File: src/rtl/pc_gen.sv
// pc_gen: IF-stage program counter with a req/ack fetch handshake and jtag/trap/jump/hold priority.
// Optional PC_MISALIGN_EN: force-align redirect targets and flag misaligned ones on misalign_o.
module pc_gen #(
    parameter int                ADDR_W     = 32,
    parameter logic [ADDR_W-1:0] RESET_VEC  = '0,
    parameter int                INST_BYTES = 4,
    parameter int                HOLD_W     = 3,
    parameter logic [HOLD_W-1:0] HOLD_NO    = 'd0,
    parameter logic [HOLD_W-1:0] HOLD_WAIT  = 'd1,
    parameter logic [HOLD_W-1:0] HOLD_FLUSH = 'd2
) (
    input  logic              clk,
    input  logic              rst_n,
    input  logic              jtag_reset_i,
    input  logic              trap_flag_i,
    input  logic [ADDR_W-1:0] trap_addr_i,
    input  logic              jump_flag_i,
    input  logic [ADDR_W-1:0] jump_addr_i,
    input  logic [HOLD_W-1:0] hold_flag_i,
    input  logic              fetch_ack_i,
    output logic              fetch_req_o,
    output logic [ADDR_W-1:0] pc_o,
`ifdef PC_MISALIGN_EN
    output logic              misalign_o,
`endif
    output logic              redirect_o
);
    localparam int LSB = $clog2(INST_BYTES);

    typedef enum logic [1:0] {BOOT, FETCH, HOLD} state_t;

    state_t            r_state, w_state_nxt;
    logic [ADDR_W-1:0] r_pc, w_pc_nxt, w_target, w_target_al;
    logic              r_req, r_redirect, w_redirect;

    assign w_target = trap_flag_i ? trap_addr_i : jump_addr_i;

`ifdef PC_MISALIGN_EN
    logic r_misalign, w_misalign;
    assign w_misalign  = |w_target[LSB-1:0];
    assign w_target_al = {w_target[ADDR_W-1:LSB], {LSB{1'b0}}};
    assign misalign_o  = r_misalign;
`else
    assign w_target_al = w_target;
`endif

    // Priority chain: jtag > trap > jump > hold_wait > hold_flush > normal sequencing
    always_comb begin
        w_state_nxt = r_state;
        w_pc_nxt    = r_pc;
        w_redirect  = 1'b0;
        if (jtag_reset_i) begin
            w_state_nxt = BOOT;
            w_pc_nxt    = RESET_VEC;
        end else if (trap_flag_i || jump_flag_i) begin
            w_state_nxt = FETCH;
            w_pc_nxt    = w_target_al;
            w_redirect  = 1'b1;
        end else if (hold_flag_i == HOLD_WAIT) begin
            w_state_nxt = HOLD;
        end else if (hold_flag_i == HOLD_FLUSH) begin
            w_state_nxt = BOOT;
        end else if (r_state == BOOT) begin
            w_state_nxt = FETCH;
        end else if (r_state == FETCH && fetch_ack_i) begin
            w_pc_nxt = r_pc + ADDR_W'(INST_BYTES);
        end else if (r_state == HOLD && hold_flag_i == HOLD_NO) begin
            w_state_nxt = FETCH;
        end
    end

    always_ff @(posedge clk or negedge rst_n) begin
        if (!rst_n) begin
            r_state    <= BOOT;
            r_pc       <= RESET_VEC;
            r_req      <= 1'b0;
            r_redirect <= 1'b0;
`ifdef PC_MISALIGN_EN
            r_misalign <= 1'b0;
`endif
        end else begin
            r_state    <= w_state_nxt;
            r_pc       <= w_pc_nxt;
            r_req      <= (w_state_nxt == FETCH);
            r_redirect <= w_redirect;
`ifdef PC_MISALIGN_EN
            r_misalign <= w_redirect && w_misalign;
`endif
        end
    end

    assign fetch_req_o = r_req;
    assign pc_o        = r_pc;
    assign redirect_o  = r_redirect;
endmodule
File: config.mk
export PLATFORM = sky130hd
export DESIGN_NAME = pc_gen
export DESIGN_NICKNAME = d
export VERILOG_FILES = /design/src/rtl/pc_gen.sv
export SDC_FILE = /design/constraint.sdc
export NUM_CORES = 1
export LEC_CHECK = 0
export ABC_AREA = 1
export CAP_MARGIN = 25
export CORE_ASPECT_RATIO = 2
export CORE_MARGIN = 2
export CORE_UTILIZATION = 33
export CTS_CLUSTER_SIZE = 24
export DETAILED_ROUTE_END_ITERATION = 10
export PLACE_DENSITY = 0.64
export SKIP_CTS_REPAIR_TIMING = 1
export SLEW_MARGIN = 20
export SYNTH_ARGS = -nofsm -noshare
export SYNTH_HDL_FRONTEND = slang
export SYNTH_SLANG_ARGS = --single-unit
File: constraint.sdc
create_clock -name clk -period 3.9 [get_ports clk]
set_input_delay 0.975 -clock clk [delete_from_list [all_inputs] [get_ports clk]]
set_output_delay 0.975 -clock clk [all_outputs]
set_load 0.01 [all_outputs]
==> impl_metrics.tcl, run 1 <==
set metrics [dict create \
    status "complete, no violations" \
    grt_pass1_wl_um 15290 \
    post-route-period-util_pct 75.30 \
    vias 3221 \
    dp_hpwl_um 7573 \
    synthCells 440 \
    cts_made_buffers 5 \
    route.detailed.wl_per_inst_um 15.10 \
    cts.clk_slew.worst_paths_ns 0.06 \
    cp.arrival_ns 3.11 \
    reg2reg_depth 10 \
    worstPathRequired_ns 4.07 \
    worstReg2RegEnd "pc_o[28]" \
    rrSetupSlack_ns 2.09 \
    post-route-util_pct 49.38 \
    grt_overflow_total 0 \
    dieHeight_um 133.7 \
    cts_sinks 36 \
    cts_root_buf "clkbuf_16" \
    synth.distinct_cells 33 \
    syn_to_final_growth_pct 46.55 \
    min_from "pc_o[1]" \
    synth-async-reset-ratio_pct 100.0 \
    synthMuxAreaShare_pct 1.443 \
    power.leakage_nw 1.716 \
    insertion_delay_ns 0.28 \
    synth_edf_count 0 \
    start_util_pct 33.69 \
    synth.top_cells.by_area "dfrtp_1, nand2_1, nor2_1, nand3_1, inv_1" \
    crit_path_end_kind "flop" \
    max_cap_violations 0 \
    p_int_mw 0.8461 \
    ios 107 \
    syn_area_mm2 0.002774 \
    finalWirelength_um 9695 \
    core_mm2 0.008233 \
    setup-tns-final_ns 0 \
    power_mw 1.192 \
    drtIter0Drc 224 \
    skew_ns 0.003823 \
    num_antenna_cells 0 \
    switching_power_mw 0.3459 \
    grtUsageTotal_pct 22.24 \
    critPathKind "input pin to flop" \
    fin_crit_ns 2.937 \
    pwr-share-comb_pct 26.4 \
    power.switching_fraction_pct 29.02 \
    ys_seq_elements 36 \
    antenna_found_initial 0 \
    fillers 856 \
    finalMaxSlewViolations 0 \
    cts.path.max_buffers 2 \
    synth_seq_area_share_pct 32.48 \
    finalHoldViolations 0 \
    fin_nets 618 \
    synth_xor_area_share_pct 1.579 \
    hold_depth 2 \
    startpoint_type "input pin" \
    synth_flop_cell "dfrtp_1" \
    gp_congestion 0.9003 \
    die_area_mm2 0.009200 \
    tightest_slew_ns 0.8546 \
    drive_gt1_share_pct 6.250 \
    fmax_mhz 340.5 \
    timing.rr.start "pc_o[2]" \
    p_per_area_mw_per_mm2 293.2 \
    cts_tree "done" \
    final-setup-viol-count 0 \
    peakVddDrop_v 0.0001891 \
    grt_pass1_vias 3213 \
    num_rows 47 \
    clkPwrFrac_pct 35.1 \
    rsz0062_at_grt "no" \
    synth.net_count 514 \
    portBuffers 106 \
    yosysTopAreaCell "dfrtp_1" \
    worstHoldPathType "flop to flop" \
    synth_top_area_share_pct 32.48 \
    synthSimpleGateAreaFrac_pct 44.88 \
    drc_errors 0 \
    relSlewSlack_pct 43.02 \
    synthAdderAreaFrac_pct 0.4511 \
    first_pass_iters 4 \
    vias_per_cell 5.017 \
    min_to "pc_o[1]" \
    seqPwrFrac_pct 38.6 \
    cp_max_fo 26 \
    yosys_warnings 0 \
    avgSynthCellArea_um2 6.304 \
    synth_top_family_by_area "simple AND/OR/NAND/NOR gates" \
    drtAntennaViolNets 0 \
    dieWidth_um 68.83 \
    grt_max_degree 37 \
    cts_max_level 2 \
    synth-compound-area-share_pct 12.04 \
]
-- power by group through the flow --
stage          combinational [mW]  clock [mW]  sequential [mW]
6_report                    0.314       0.418            0.460
4_1_cts                     0.319       0.425            0.460
2_1_floorplan               0.123           0            0.465
5_1_grt                     0.346       0.439            0.466
3_5_place_dp                0.317           0            0.466
3_3_place_gp                0.314           0            0.466
-- cell families (layout without fill, tap and decap cells) --
logic type / Yosys count / after routing
buf+inv: 48 / 152
compound gates: 55 / 55
fa+ha+maj: 1 / 1
simple gates: 291 / 291
xor+xnor: 5 / 5
flops: 36 / 36
mux: 4 / 4
-- state kept, by name, indices dropped and copies added (netlist names) --
register,cells
redirect_o,1
r_state,2
pc_o,32
fetch_req_o,1
-- worst max-delay path by stage --
stage | endpoint | depth (start not counted) | slack (ns) | start
6_report | pc_o[30] | 11 | 0.96 | trap_flag_i
2_1_floorplan | pc_o[26] | 11 | 1.92 | jump_flag_i
4_1_cts | pc_o[29] | 11 | 0.96 | trap_flag_i
5_1_grt | pc_o[23] | 11 | 0.78 | trap_flag_i
3_3_place_gp | pc_o[24] | 11 | 0.75 | jump_flag_i
3_5_place_dp | pc_o[29] | 11 | 0.67 | trap_flag_i
-- synthesized netlist by cell type (2+ instances only) --
cell type	number
or2_2	8
nor2_1	66
a21oi_1	9
nor2_4	5
o211ai_1	6
nor2_2	3
o21ai_0	15
nor3_1	11
inv_2	4
dfrtp_1	36
buf_2	8
xnor2_1	3
inv_1	32
buf_1	2
o22ai_1	17
xor2_1	2
o22a_1	3
nand3_1	33
nand2_1	160
mux2i_1	4
-- critical path: stages --
cell	delay, ns
clkdlybuf4s50_1	0.48
nor2_2	0.14
inv_2	0.06
nor2_4	0.27
inv_2	0.14
nor2_8	0.38
inv_2	0.22
nand2_4	0.24
nor2_1	0.07
nand2_1	0.07
nand2_1	0.04
-- cell type report --
class                   count  area, µm²  share of cell area [%]
repair buffers            109       1079                   26.53
inverters                  36      135.1                   3.324
multi-input cells         356       1675                   41.21
flip-flops and latches     36      900.9                   22.16
clock buffers               7      152.6                   3.755
well taps                  98      122.6                   3.016
-- cells in the final DEF (no fill, tap or decap), types with 5 or more instances in the layout --
cell type / instances
o22ai_1: 17
or2_2: 8
dfrtp_1: 36
o21ai_0: 15
nor2_4: 5
nand3_1: 33
clkdlybuf4s50_1: 105
o211ai_1: 6
inv_1: 32
nor3_1: 11
nand2_1: 160
clkbuf_16: 5
nor2_1: 66
a21oi_1: 9
-- metal layers --
metal,track usage [%],wire length (µm),vias up
li1,-,-,1627
met1,22.63,3447,1482
met2,41.99,5524,91
met3,2.618,360,21
met4,10.35,363,0
met5,0,0,-
-- per-stage QoR --
stage | worst slack [ns] | area [µm²] | hold WS, ns | cells
2_1_floorplan | 1.922 | 2774 | 0.5187 | 440
3_3_place_gp | 0.7491 | 3913 | 0.4767 | 635
3_5_place_dp | 0.6723 | 3913 | 0.4817 | 635
4_1_cts | 0.9635 | 4065 | 0.4956 | 642
5_1_grt | 0.7800 | 4065 | 0.5254 | 642
6_report | 0.9633 | 4065 | 0.4906 | 642
Power figures use the tool's default switching activity.
==> run 2: changes to the inputs <==
--- a/config.mk
+++ b/config.mk
@@ -12,7 +12,7 @@
 export CORE_UTILIZATION = 33
 export CTS_CLUSTER_SIZE = 24
 export DETAILED_ROUTE_END_ITERATION = 10
-export PLACE_DENSITY = 0.64
+export PLACE_DENSITY = 0.67
 export SKIP_CTS_REPAIR_TIMING = 1
 export SLEW_MARGIN = 20
 export SYNTH_ARGS = -nofsm -noshare
==> constraint.sdc (replaced) <==
create_clock -name clk -period 2.6 [get_ports clk]
set_input_delay 0.65 -clock clk [delete_from_list [all_inputs] [get_ports clk]]
set_output_delay 0.65 -clock clk [all_outputs]
set_load 0.01 [all_outputs]
==> run 2 against run 1 <==
Compared with the run above: clock skew decreased by 0.0016 ns; sequential share of layout area is 0.10 points lower; die area stayed put; sequential power up 50%; critical path depth did not move; count of clock-buffer cells in the layout down 1; cell area grew 0.46%; highest routed layer unchanged; utilization rose by 0.23 points; global-route usage rose by 0.35 points; clock power up 39%.
==> impl_metrics.tcl, run 2 (synthesized netlist as in run 1, its figures left out) <==
set metrics [dict create \
    cts_made_buffers 5 \
    grtUsageMet1_pct 21.78 \
    skew_ns 0.002262 \
    drtIter0Drc 149 \
    grt_overflow_total 0 \
    antenna_found_initial 0 \
    grtUsageTotal_pct 22.59 \
    cts.path.max_buffers 2 \
    mostFrequentLayoutCells "nand2_1, clkdlybuf4s50_1, nor2_1, dfrtp_1, nand3_1" \
    dieWidth_um 68.83 \
    fillers 884 \
    portBuffers 106 \
    peakVddDrop_v 0.0002337 \
    core_mm2 0.008233 \
    fmax_mhz 475.0 \
    relSlewSlack_pct 41.54 \
    die_area_mm2 0.009200 \
    vias_per_cell 4.938 \
    fin_area_mm2 0.004084 \
    worstReg2RegEnd "pc_o[24]" \
    top_usage_layer "met2" \
    final-setup-viol-count 0 \
    drive_gt1_share_pct 6.922 \
    max_cap_violations 0 \
    cts.clk_slew.worst_paths_ns 0.05 \
    cts_sinks 36 \
    gp_congestion 0.8718 \
    cts_max_level 2 \
    fin_crit_ns 2.105 \
    finalWirelength_um 9923 \
    layout_commonest_cell "nand2_1" \
    setup-tns-final_ns 0 \
    tightest_slew_ns 0.8769 \
    fin_hold_ws_ns 0.4876 \
    cts_tree "done" \
    finalMaxSlewViolations 0 \
    reg2reg_depth 10 \
    timing.rr.start "pc_o[3]" \
    ios 107 \
    vias 3195 \
    grt_pass1_wl_um 15550 \
    drc_errors 0 \
    cts_root_buf "clkbuf_16" \
    startpoint_type "input pin" \
    grt_max_degree 37 \
    gr-usage-met2_pct 43.16 \
    fin_nets 623 \
    use_met3_pct 3.041 \
    p_per_area_mw_per_mm2 429.3 \
    insertion_delay_ns 0.28 \
    grt_pass1_vias 3255 \
    dp_hpwl_um 7804 \
    power.leakage_nw 1.732 \
    status "complete, no violations" \
    route.detailed.wl_per_inst_um 15.34 \
    rsz0062_at_grt "no" \
    crit_path_end_kind "flop" \
    drtAntennaViolNets 0 \
    first_pass_iters 4 \
    cp_max_fo 15 \
    rrSetupSlack_ns 0.75 \
    start_util_pct 33.69 \
    cp.arrival_ns 2.33 \
    worstHoldPathType "input pin to async pin" \
    num_rows 47 \
    critPathKind "input pin to flop" \
    power_mw 1.753 \
    place_area_mm2 0.003950 \
    worstPathRequired_ns 2.82 \
    largest_register_ffs 32 \
    dieHeight_um 133.7 \
    num_antenna_cells 0 \
    syn_to_final_growth_pct 47.23 \
    post-route-period-util_pct 80.98 \
    finalHoldViolations 0 \
]
-- run 2: worst max-delay path by stage --
stage                start       end  cells past startpoint
2_1_floorplan  jump_flag_i  pc_o[26]                     11
3_3_place_gp   trap_flag_i  pc_o[12]                      8
3_5_place_dp   trap_flag_i  pc_o[31]                     11
4_1_cts        trap_flag_i  pc_o[27]                      8
5_1_grt        trap_flag_i  pc_o[24]                     11
6_report       trap_flag_i  pc_o[31]                     11
-- run 2: layout make-up --
class / count / area (µm²) / area share [%]
Clock inverter: 1 / 5.005 / 0.1225
Sequential cell: 36 / 900.9 / 22.06
Clock buffer: 6 / 128.9 / 3.156
Tap cell: 98 / 122.6 / 3.002
Timing Repair Buffer: 114 / 1116 / 27.33
Multi-Input combinational cell: 356 / 1675 / 41.02
Inverter: 36 / 135.1 / 3.309
-- run 2: where the power goes --
group | internal [mW] | switching [mW] | total [mW]
combinational | 0.262 | 0.218 | 0.480
sequential | 0.610 | 0.0807 | 0.691
clock | 0.348 | 0.234 | 0.582
total | 1.22 | 0.533 | 1.75
-- run 2: through the flow --
stage                     util (%)  worst slack (ns)  cells
after floorplan                  -            0.9470    440
final                        49.60            0.4946    647
after global routing         49.60            0.3482    647
after CTS                    49.60            0.4943    647
after global placement       47.98            0.2382    640
after detailed placement     47.98            0.2067    640
-- run 2: critical path: stages --
cell             delay (ns)
clkdlybuf4s50_1        0.60
nor2_2                 0.07
inv_2                  0.08
nor2_4                 0.04
inv_2                  0.17
nor2_8                 0.06
inv_2                  0.21
nand2_4                0.19
nor2_1                 0.14
nand2_1                0.06
nand2_1                0.05
-- run 2: per-layer routing --
metal  routed length, µm  vias to the layer above
met1                3446                     1437
met3                 440                       22
met4                 391                        0
li1                    -                     1634
met2                5645                      102
met5                   0                        -
==> run 3: changes to the inputs <==
--- a/config.mk
+++ b/config.mk
@@ -12,7 +12,7 @@
 export CORE_UTILIZATION = 33
 export CTS_CLUSTER_SIZE = 24
 export DETAILED_ROUTE_END_ITERATION = 10
-export PLACE_DENSITY = 0.67
+export PLACE_DENSITY = 0.64
 export SKIP_CTS_REPAIR_TIMING = 1
 export SLEW_MARGIN = 20
 export SYNTH_ARGS = -nofsm -noshare
==> constraint.sdc (replaced) <==
create_clock -name clk -period 2.05 [get_ports clk]
set_input_delay 0.5125 -clock clk [delete_from_list [all_inputs] [get_ports clk]]
set_output_delay 0.5125 -clock clk [all_outputs]
set_load 0.01 [all_outputs]
==> run 3 against run 2 <==
Compared with the run above: register-to-register slack got worse by 0.49 ns; cell area up 3.6%; global-route usage decreased by 0.17 points; highest routed layer unchanged.
==> impl_metrics.tcl, run 3 (synthesized netlist as in run 1, its figures left out) <==
set metrics [dict create \
    final-setup-viol-count 0 \
    fin_nets 635 \
    fin_area_mm2 0.004229 \
    antenna_found_initial 0 \
    p_per_area_mw_per_mm2 560.7 \
    ios 107 \
    grt_pass1_wl_um 15440 \
    slowest_delay_ns 0.59 \
    skew_ns 0.003519 \
    grt_max_degree 37 \
    fin_ws_ns 0.1921 \
    first_pass_iters 4 \
    max_cap_violations 0 \
    cts.clk_slew.worst_paths_ns 0.06 \
    portBuffers 106 \
    gp_congestion 0.9135 \
    post-route-period-util_pct 90.63 \
    cts_sinks 36 \
    grt_overflow_total 0 \
    vias_per_cell 4.983 \
    cts_made_buffers 5 \
    dieHeight_um 133.7 \
    cp.arrival_ns 1.35 \
    startpoint_type "flop" \
    worstHoldPathType "input pin to async pin" \
    power.leakage_nw 1.814 \
    drtIter0Drc 165 \
    num_antenna_cells 0 \
    die_area_mm2 0.009200 \
    grt_pass1_vias 3319 \
    num_rows 47 \
    power_mw 2.371 \
    finalMaxSlewViolations 0 \
    cts.path.max_buffers 2 \
    peakVddDrop_v 0.0003459 \
    largest_register_ffs 32 \
    syn_to_final_growth_pct 52.46 \
    dp_hpwl_um 7772 \
    dieWidth_um 68.83 \
    crit_path_end_kind "primary output" \
    top_usage_layer "met2" \
    post-route-util_pct 51.37 \
    gr-usage-met2_pct 43.22 \
    critPathKind "flop to primary output" \
    cts_tree "done" \
    grtUsageTotal_pct 22.42 \
    fmax_mhz 538.3 \
    vias 3289 \
    drive_gt1_share_pct 9.075 \
    place_area_mm2 0.004065 \
    crit_chain "clkdlybuf4s50_1" \
    cts_max_level 2 \
    post-place-ws_ns -0.07935 \
    rsz0062_at_grt "no" \
    fin_crit_ns 1.858 \
    start_util_pct 33.69 \
    use_met3_pct 3.294 \
    cp_max_fo 7 \
    crit_buf_inv 1 \
    mostFrequentLayoutCells "nand2_1, clkdlybuf4s50_1, nor2_1, dfrtp_1, nand3_1" \
    finalHoldViolations 0 \
    route.detailed.wl_per_inst_um 14.81 \
    worstPathRequired_ns 1.54 \
    finalWirelength_um 9773 \
    insertion_delay_ns 0.28 \
    core_mm2 0.008233 \
    drtAntennaViolNets 0 \
    drc_errors 0 \
    layout_commonest_cell "nand2_1" \
    tightest_slew_ns 0.4844 \
    cts_root_buf "clkbuf_16" \
    cp_slowest_cell "clkdlybuf4s50_1" \
    critPathTopFamily "buffers and inverters" \
    status "complete, no violations" \
    grtUsageMet1_pct 21.65 \
    relSlewSlack_pct 67.70 \
]
==> run 3: cell types whose count changed in the layout (fill, tap and decap cells not counted) <==
cell | before | now
buf_12 | 0 | 2
bufinv_16 | 0 | 1
buf_4 | 8 | 18
==> run 3: worst reg2reg max path, cell delays in order (launching register included) <==
cell and delay [ns]:
dfrtp_1 0.42, ha_1 0.20, nand2_1 0.14, nor2_4 0.21
nand2_1 0.14, nor2_2 0.25, nand2_1 0.08, nand2_1 0.06
nand3_1 0.06, nand2_1 0.07, nand2_1 0.04
==> run 3: cell type report <==
class | instances | area, µm²
repair buffers | 126 | 1231
flip-flops and latches | 36 | 900.9
fillers | 879 | 4004
well taps | 98 | 122.6
clock buffers | 6 | 128.9
multi-input cells | 356 | 1675
inverters | 36 | 135.1
clock inverters | 2 | 35.03
==> run 3: final timing paths <==
kind	endpoint	slack, ns	depth (start not counted)	from
max in group asynchronous	pc_o[17]	1.43	2	rst_n
worst min-delay path	pc_o[31]	0.28	2	rst_n
worst max register to register	pc_o[24]	0.26	10	pc_o[2]
min in group clk	pc_o[0]	0.49	2	pc_o[0]
worst max-delay path	pc_o[27]	0.19	1	pc_o[27]
worst min register to register	pc_o[0]	0.49	2	pc_o[0]
==> run 3: metrics by stage <==
step                      setup TNS [ns]  hold slack [ns]  instances
after floorplan                        0           0.2169        440
after global routing                   0           0.3235        660
after global placement          -0.05560           0.4681        652
after detailed placement          -1.003           0.4825        652
after CTS                              0           0.2923        660
final                                  0           0.2776        660
==> run 3: routing by layer <==
layer | part of all wire [%] | vias up
met4 | 3.7 | 0
met1 | 34 | 1497
met3 | 4.7 | 25
met2 | 58 | 105
met5 | 0 | -
li1 | - | 1662
==> run 3: power breakdown <==
part | switching, mW | internal, mW | leakage, nW | total (mW)
clock | 0.296 | 0.572 | 0.0808 | 0.868
sequential | 0.0988 | 0.774 | 0.461 | 0.873
combinational | 0.279 | 0.352 | 1.27 | 0.630
total | 0.674 | 1.70 | 1.81 | 2.37
